--- config.mk ---
export PLATFORM = sky130hd
export DESIGN_NAME = ale_bus_target
export DESIGN_NICKNAME = d
export VERILOG_FILES = /design/src/rtl/ale_bus_pkg.sv /design/src/rtl/ale_bus_target_strobe_edge.sv /design/src/rtl/ale_bus_target.sv
export SDC_FILE = /design/constraint.sdc
export NUM_CORES = 1
export LEC_CHECK = 0
export ABC_CLOCK_PERIOD_IN_PS = 2000
export CAP_MARGIN = 20
export CORE_ASPECT_RATIO = 1.2
export CORE_MARGIN = 3
export CORE_UTILIZATION = 64
export CTS_BUF_LIST = sky130_fd_sc_hd__clkbuf_8
export DETAILED_ROUTE_END_ITERATION = 7
export DONT_BUFFER_PORTS = 1
export PLACE_DENSITY = 0.84
export SLEW_MARGIN = 20
export SYNTH_ARGS = -nofsm -noshare
export SYNTH_HDL_FRONTEND = slang
export SYNTH_SLANG_ARGS = --single-unit
--- constraint.sdc ---
create_clock -name clk -period 2 [get_ports clk]
set_input_delay 0.2 -clock clk [delete_from_list [all_inputs] [get_ports clk]]
set_output_delay 0.2 -clock clk [all_outputs]
set_load 0.01 [all_outputs]
--- src/rtl/ale_bus_pkg.sv ---
// Shared types and defaults for the ALE strobe-bus register target.
package ale_bus_pkg;

  localparam int unsigned DEF_DATA_W = 5;
  localparam int unsigned DEF_NREGS  = 4;

  typedef enum logic [1:0] {
    IDLE  = 2'd0,
    ADDR  = 2'd1,
    WRITE = 2'd2,
    READ  = 2'd3
  } state_e;

  // Address width for a bank of n registers (at least one bit).
  function automatic int unsigned addr_width(input int unsigned n);
    return (n > 1) ? $clog2(n) : 1;
  endfunction

endpackage

--- src/rtl/ale_bus_target_strobe_edge.sv ---
// Registered rise/fall detector for one strobe line.
// Ports: clk, rst (sync, active-high), d (strobe level),
//        rise_c / fall_c (combinational edge flags, valid in the first cycle
//        the new level is seen).
module strobe_edge (
  input  logic clk,
  input  logic rst,
  input  logic d,
  output logic rise_c,
  output logic fall_c
);

  logic q;
  logic armed;

  // armed stays low until the line has been seen low after reset, so a
  // strobe that was already high across reset is treated as stale.
  always_ff @(posedge clk) begin
    if (rst) begin
      q     <= 1'b0;
      armed <= 1'b0;
    end else begin
      q     <= d;
      armed <= armed | ~d;
    end
  end

  assign rise_c = d & ~q & armed;
  assign fall_c = ~d & q;

endmodule

--- src/rtl/ale_bus_target.sv ---
// Register target for the ALE/En/Rw strobe bus: latches an address on ALE,
// writes or reads one register per En pulse, auto-increments the address.
// Ports: clk, rst (sync, active-high), ale, en, rw, bus_in (address/data in),
//        bus_out/bus_oe (read data and drive enable), regs (flat register
//        bank, reg k at [k*DATA_W +: DATA_W]), wr_pulse (cycle after a write),
//        err (one-cycle protocol violation pulse).
module ale_bus_target
  import ale_bus_pkg::*;
#(
  parameter int unsigned DATA_W = DEF_DATA_W,
  parameter int unsigned NREGS  = DEF_NREGS
) (
  input  logic                    clk,
  input  logic                    rst,
  input  logic                    ale,
  input  logic                    en,
  input  logic                    rw,
  input  logic [DATA_W-1:0]       bus_in,
  output logic [DATA_W-1:0]       bus_out,
  output logic                    bus_oe,
  output logic [NREGS*DATA_W-1:0] regs,
  output logic                    wr_pulse,
  output logic                    err
);

  localparam int unsigned ADDR_W = addr_width(NREGS);

  logic              ale_rise;
  logic              ale_fall_unused;
  logic              en_rise;
  logic              en_fall;
  state_e            state;
  logic [ADDR_W-1:0] addr;
  logic [DATA_W-1:0] bank [NREGS];
  logic              addr_ok_c;

  strobe_edge u_ale_edge (
    .clk    (clk),
    .rst    (rst),
    .d      (ale),
    .rise_c (ale_rise),
    .fall_c (ale_fall_unused)
  );

  strobe_edge u_en_edge (
    .clk    (clk),
    .rst    (rst),
    .d      (en),
    .rise_c (en_rise),
    .fall_c (en_fall)
  );

  // Address is accepted only if every bit above the register index is zero.
  assign addr_ok_c = (bus_in[DATA_W-1:ADDR_W] == '0);

  // Protocol FSM, address counter, register bank and read mux.
  always_ff @(posedge clk) begin
    if (rst) begin
      state    <= IDLE;
      addr     <= '0;
      bus_out  <= '0;
      bus_oe   <= 1'b0;
      wr_pulse <= 1'b0;
      err      <= 1'b0;
      for (int unsigned k = 0; k < NREGS; k++) bank[k] <= '0;
    end else begin
      wr_pulse <= 1'b0;
      err      <= 1'b0;
      if (ale_rise && en_rise) begin
        // Ambiguous strobe pair: flag and ignore both.
        err <= 1'b1;
      end else begin
        if (ale_rise) begin
          case (state)
            IDLE, ADDR: begin
              if (addr_ok_c) begin
                addr  <= bus_in[ADDR_W-1:0];
                state <= ADDR;
              end else begin
                err   <= 1'b1;
                state <= IDLE;
              end
            end
            default: err <= 1'b1;
          endcase
        end
        if (en_rise) begin
          case (state)
            IDLE: err <= 1'b1;
            ADDR: begin
              if (!rw) begin
                bank[addr] <= bus_in;
                wr_pulse   <= 1'b1;
                state      <= WRITE;
              end else begin
                bus_out <= bank[addr];
                bus_oe  <= 1'b1;
                state   <= READ;
              end
            end
            default: ;
          endcase
        end
        if (en_fall && (state == WRITE || state == READ)) begin
          // NREGS is a power of two, so the counter wraps naturally.
          addr   <= addr + ADDR_W'(1);
          bus_oe <= 1'b0;
          state  <= ADDR;
        end
      end
    end
  end

  for (genvar k = 0; k < NREGS; k++) begin : g_regs
    assign regs[k*DATA_W +: DATA_W] = bank[k];
  end

endmodule
Word level (Yosys, flattened, before mapping)
Memory sizes are Yosys's and may differ from the RTL's. A register that Yosys moved wholly into a read port is not among the register bits.
Cells that the tools add are included.
{"block": "classes", "shifts": 0, "magnitude_cmp": 0, "add_sub_neg": 1, "n_bitwise": 12, "n_eq_ne": 3, "div": 0, "n_reduce_logical": 16, "n_mux": 32, "n_mul": 0}
{"cell": "1-bit 2-to-1 mux", "n": 21}
{"cell": "2-bit 2-to-1 mux", "n": 10}
{"cell": "4-bit AND reduction", "n": 3}
{"cell": "2-bit nonzero test", "n": 6}
{"cell": "1-bit AND", "n": 5}
{"cell": "5-bit 2-to-1 mux", "n": 1}
{"cell": "1-bit NOT", "n": 5}
{"cell": "5-bit OR reduction", "n": 1}
{"cell": "2-bit equality test, second input constant", "n": 2}
{"cell": "3-bit logical NOT", "n": 1}
{"cell": "2-bit by 1-bit adder with 2-bit output, second input constant", "n": 1}
{"cell": "2-bit by 1-bit equality test with 1-bit output, second input constant", "n": 1}
{"cell": "1-bit logical AND", "n": 2}
{"cell": "2-bit logical NOT", "n": 1}
{"cell": "1-bit bitwise OR", "n": 2}
{"cell": "2-bit OR reduction", "n": 1}
{"cell": "1-bit logical OR", "n": 1}
{"block": "totals", "latchBits": 0, "register_bits": 11, "ramBits": 20, "inputBits": 10, "memories": 1, "romBits": 0, "out_inout_bits": 28}
{"name": "bank", "words": 4, "width": 5, "read_ports": 5, "rd_clocked_by_memory_dff": 1, "wr": 4, "line": "ale_bus_target.sv:34", "rtl": "logic [DATA_W-1:0] bank [NREGS];"}

Longest topological paths before layout
{"block": "logic_depth", "ltp_word": 9, "depth_mapped": 5}

Hierarchy
Synthesis repeated with hierarchy kept, for this count alone.
{"block": "hier_totals", "hier_cells": 137, "area_unflattened_um2": 1634.1}
{"module": "ale_bus_target", "area_per_inst_um2": 1491.4, "n_inst": 1, "cells_per_inst": 121}
{"module": "strobe_edge", "area_per_inst_um2": 71.3, "n_inst": 2, "cells_per_inst": 8}

Worst setup path after synthesis
OpenSTA, ideal clock, no wires.
{"block": "synth_timing", "path_kind": "reg2reg", "startpoint": "register u_en_edge.q", "endpoint": "memory bank[3][0] (netlist name) (enable)", "setup_slack_ns": 0.247, "arrival_ns": 1.450, "n_path_buf": 0, "setup_time_ns": 0.303, "stages_incl_launch_ff": 5, "path_cell_list": "dfxtp_1 -> nand3b_4 -> or4b_4 -> nor2_1 -> a31o_2"}
{"item": "from (decl)", "line": "ale_bus_target_strobe_edge.sv:13", "rtl": "logic q;"}
{"item": "from (signal assigned)", "line": "ale_bus_target_strobe_edge.sv:20", "rtl": "q <= 1'b0;"}
{"item": "from (signal assigned)", "line": "ale_bus_target_strobe_edge.sv:23", "rtl": "q <= d;"}
{"item": "to (decl)", "line": "ale_bus_target.sv:34"}

==> run_results.csv <==
group,metric,value,unit
pwr,vdd_drop_max,903.4,uV
timing,fmax,527.8,MHz
detailed_routing,via_per_inst,6.579,
critical_path,timing.rr.end,"bank[2][0]",
global_route,grt_pass1_wl,5.099,mm
timing,setup_viol,0,
yosys,seq_area_frac_synth,58.14,%
yosys,synth_edf_count,20,
critical_path,crit_end,"bank[2][0]",
critical_path,end_kind,"flop",
yosys,synthTopCellsByCount,"edfxtp_1 (20), and3_1 (16), dfxtp_1 (16), nor2_1 (12), a21oi_1 (7)",
status,status,"complete, no violations",
yosys,synthesis.instances,126,
yosys,synth_most_common_cell,"edfxtp_1",
critical_path,ff2ff_setup_slack,0.11,ns
timing,timing.hold.ws,0.006638,ns
timing,fin_ws,0.1052,ns
critical_path,r2r_start,"u_en_edge.q",
yosys,synth_top_area_cell,"edfxtp_1",
detailed_routing,wire_per_inst,20.02,um
clocking,numCtsBuffers,5,
detailed_routing,drt-total-wl,3.284,mm
final_layout,fin_cells,164,
detailed_routing,drt_iter0_drc,36,
critical_path,critPathMaxFanout,8,
detailed_routing,drt_first_pass_iters,4,
place,dp.final_hpwl,2.372,mm
timing,finalSetupTns,0,ns
place,gp_congestion,0.8461,
timing,hold_viol_final,0,
clocking,cts_setup_buffers,0,
final_layout,syn2layout_area_growth,10.11,%
detailed_routing,post-route-drc-count,0,
floorplan,fp.dieArea,3111,um2
job,max_cap_violations,0,
yosys,synth_area,1584,um2
floorplan,die_w,51.42,um
global_route,antenna_found_initial,0,
critical_path,ff2ff_path_depth,4,
floorplan,initial_core_util,67.99,%
global_route,grt.total_usage,23.44,%
global_route,grt_overflow,0,
place,dp.cells,153,
final_layout,fillers,169,
yosys,ys_warn_count,0,
detailed_routing,num_vias,1079,
timing,rsz0062_at_grt,"false",
clocking,cts_buffer_depth,2,
timing,clock_skew,0.009837,ns
timing,period_share,94.74,%
final_layout,fin_nets,142,
place,numPortBuffers,0,
pwr,powerDensity,853.3,nW/um2
clocking,cts_sinks,36,
critical_path,cp_data_arrival_time,1.88,ns
clocking,cts_root_buf,"clkbuf_8",
floorplan,ios,38,
yosys,netlist.area_leader.share,37.91,%
yosys,synth_cell_types,33,
floorplan,rows,19,
clocking,cts_tree,"yes",
timing,tightest_slew,0.5910,ns
yosys,synth-seq-cells,36,
final_layout,drive_above_1_share,16.54,%
yosys,async_reset_ff_share,0,%
clocking,insertion_delay,0.29,ns
final_layout,final_cell_area,1744,um2
place,post_dp_cell_area,1604,um2
global_route,grt_pass1_vias,1047,
yosys,synth.area.top_cells,"edfxtp_1 (38%), dfxtp_1 (20%), mux4_2 (7.1%)",
clocking,clk_pin_slew,0.07,ns
detailed_routing,postRouteAntennaNets,0,
critical_path,worstSetupStartpoint,"u_en_edge.q",
critical_path,path_class,"flop to flop",
yosys,syn_avg_cell_area,12.57,um2
critical_path,critPathRequiredTime,1.98,ns
timing,relSlewSlack,60.39,%
floorplan,coreArea,2330,um2
min_path,hold_path_class,"input pin to flop",
final_layout,diodes,0,
clocking,cts.htree.levels,2,
yosys,syn-num-nets,136,
place,dp_slack,0.06928,ns
timing,min_period,1.895,ns
critical_path,crit_path_start_kind,"flop",
floorplan,die_h,60.50,um
pwr,leakage,0.0007002,uW
global_route,grt_max_degree,22,
timing,slew_viol_final,0,
yosys,synth_ff_type,"edfxtp_1",
-- kinds of logic (layout without fill, tap and decap cells) --
group | after synthesis | in the layout | synth area share [%]
muxes | 10 | 10 | 10.27
DFF | 36 | 36 | 58.14
AOI/OAI and AO/OA | 18 | 18 | 7.346
and+or+nand+nor | 52 | 52 | 20.93
buffers and inverters | 10 | 17 | 3.318
-- stage by stage --
stage	utilization (%)	total power [uW]
detailed placement	68.85	880.4
global route	74.87	1542
floorplan	-	871.1
global placement	68.85	876.6
CTS	74.76	1493
finish	74.87	1488
-- power by group --
group	switching [uW]	internal, uW
clock network	251	364
registers	24.5	800
logic	24.7	24.2
total	300	1190
-- state kept, by name (all words and copies together), names as in the netlist --
signal            count
u_en_edge.armed       1
wr_pulse              1
err                   1
u_ale_edge.armed      1
u_ale_edge.q          1
bank                 20
state                 2
bus_oe                1
addr                  2
u_en_edge.q           1
bus_out               5
-- routing by layer --
metal  global-route usage, %  vias up  share of wire, %
met5                       0        -                 0
met4                   10.11        0               2.5
met3                   9.828       11                10
met2                   38.36       61                51
met1                   27.23      528                37
li1                        -      479                 -
-- worst min path at each step --
stage / start / to / slack [ns] / cells past startpoint
after floorplan: ale / u_ale_edge.armed / 0.29 / 1
after global routing: rst / state[0] / 0.01 / 1
after CTS: rst / state[0] / 0.002 / 1
after global placement: rst / u_ale_edge.armed / 0.27 / 1
after detailed placement: rst / u_ale_edge.armed / 0.27 / 1
final: rst / state[0] / 0.007 / 1
-- cell type report --
class                   count  area [um2]  area share [%]
clock buffers               5       68.82           3.945
clock inverters             3       38.79           2.224
inverters                   3       11.26          0.6456
multi-input cells          80       613.1           35.15
flip-flops and latches     36       920.9           52.80
well taps                  31       38.79           2.224
repair buffers              6       52.55           3.013
-- layout by cell type, fill, tap and decap left out --
master / instances
o21bai_1: 1
nor4_1: 1
inv_1: 4
a211oi_1: 2
dfxtp_1: 16
and3_1: 16
dlygate4sd3_1: 3
clkbuf_8: 5
o22a_1: 1
edfxtp_1: 20
o22ai_1: 1
buf_4: 3
bufinv_16: 1
mux4_2: 5
clkinv_2: 1
nor2b_1: 4
nand3b_4: 1
or3_1: 1
a21oi_1: 7
nor3_4: 1
or4b_4: 1
nor3_1: 2
a22oi_1: 1
a31o_2: 1
mux2i_1: 5
nand3b_1: 2
and3b_2: 1
and2_1: 5
o21ai_0: 1
nand3_1: 2
a21o_1: 3
and3b_1: 1
nor2_1: 11
nor3_2: 1
nand2_1: 1
nor2_2: 1
-- critical path, cell delays in order, from the launching register on --
cell      delay (ns)
dfxtp_1         0.33
nand3b_4        0.20
or4b_4          0.58
nor2_2          0.21
a21o_1          0.26
-- repair_timing --
item | in CTS | in global routing
hold buffers | 3 | 0
hold endpoints to repair | 14 | 0
resized for setup | 0 | 1
endpoints found under the setup margin | 0 | 20
Note: power is estimated with default switching activity, not from simulation.
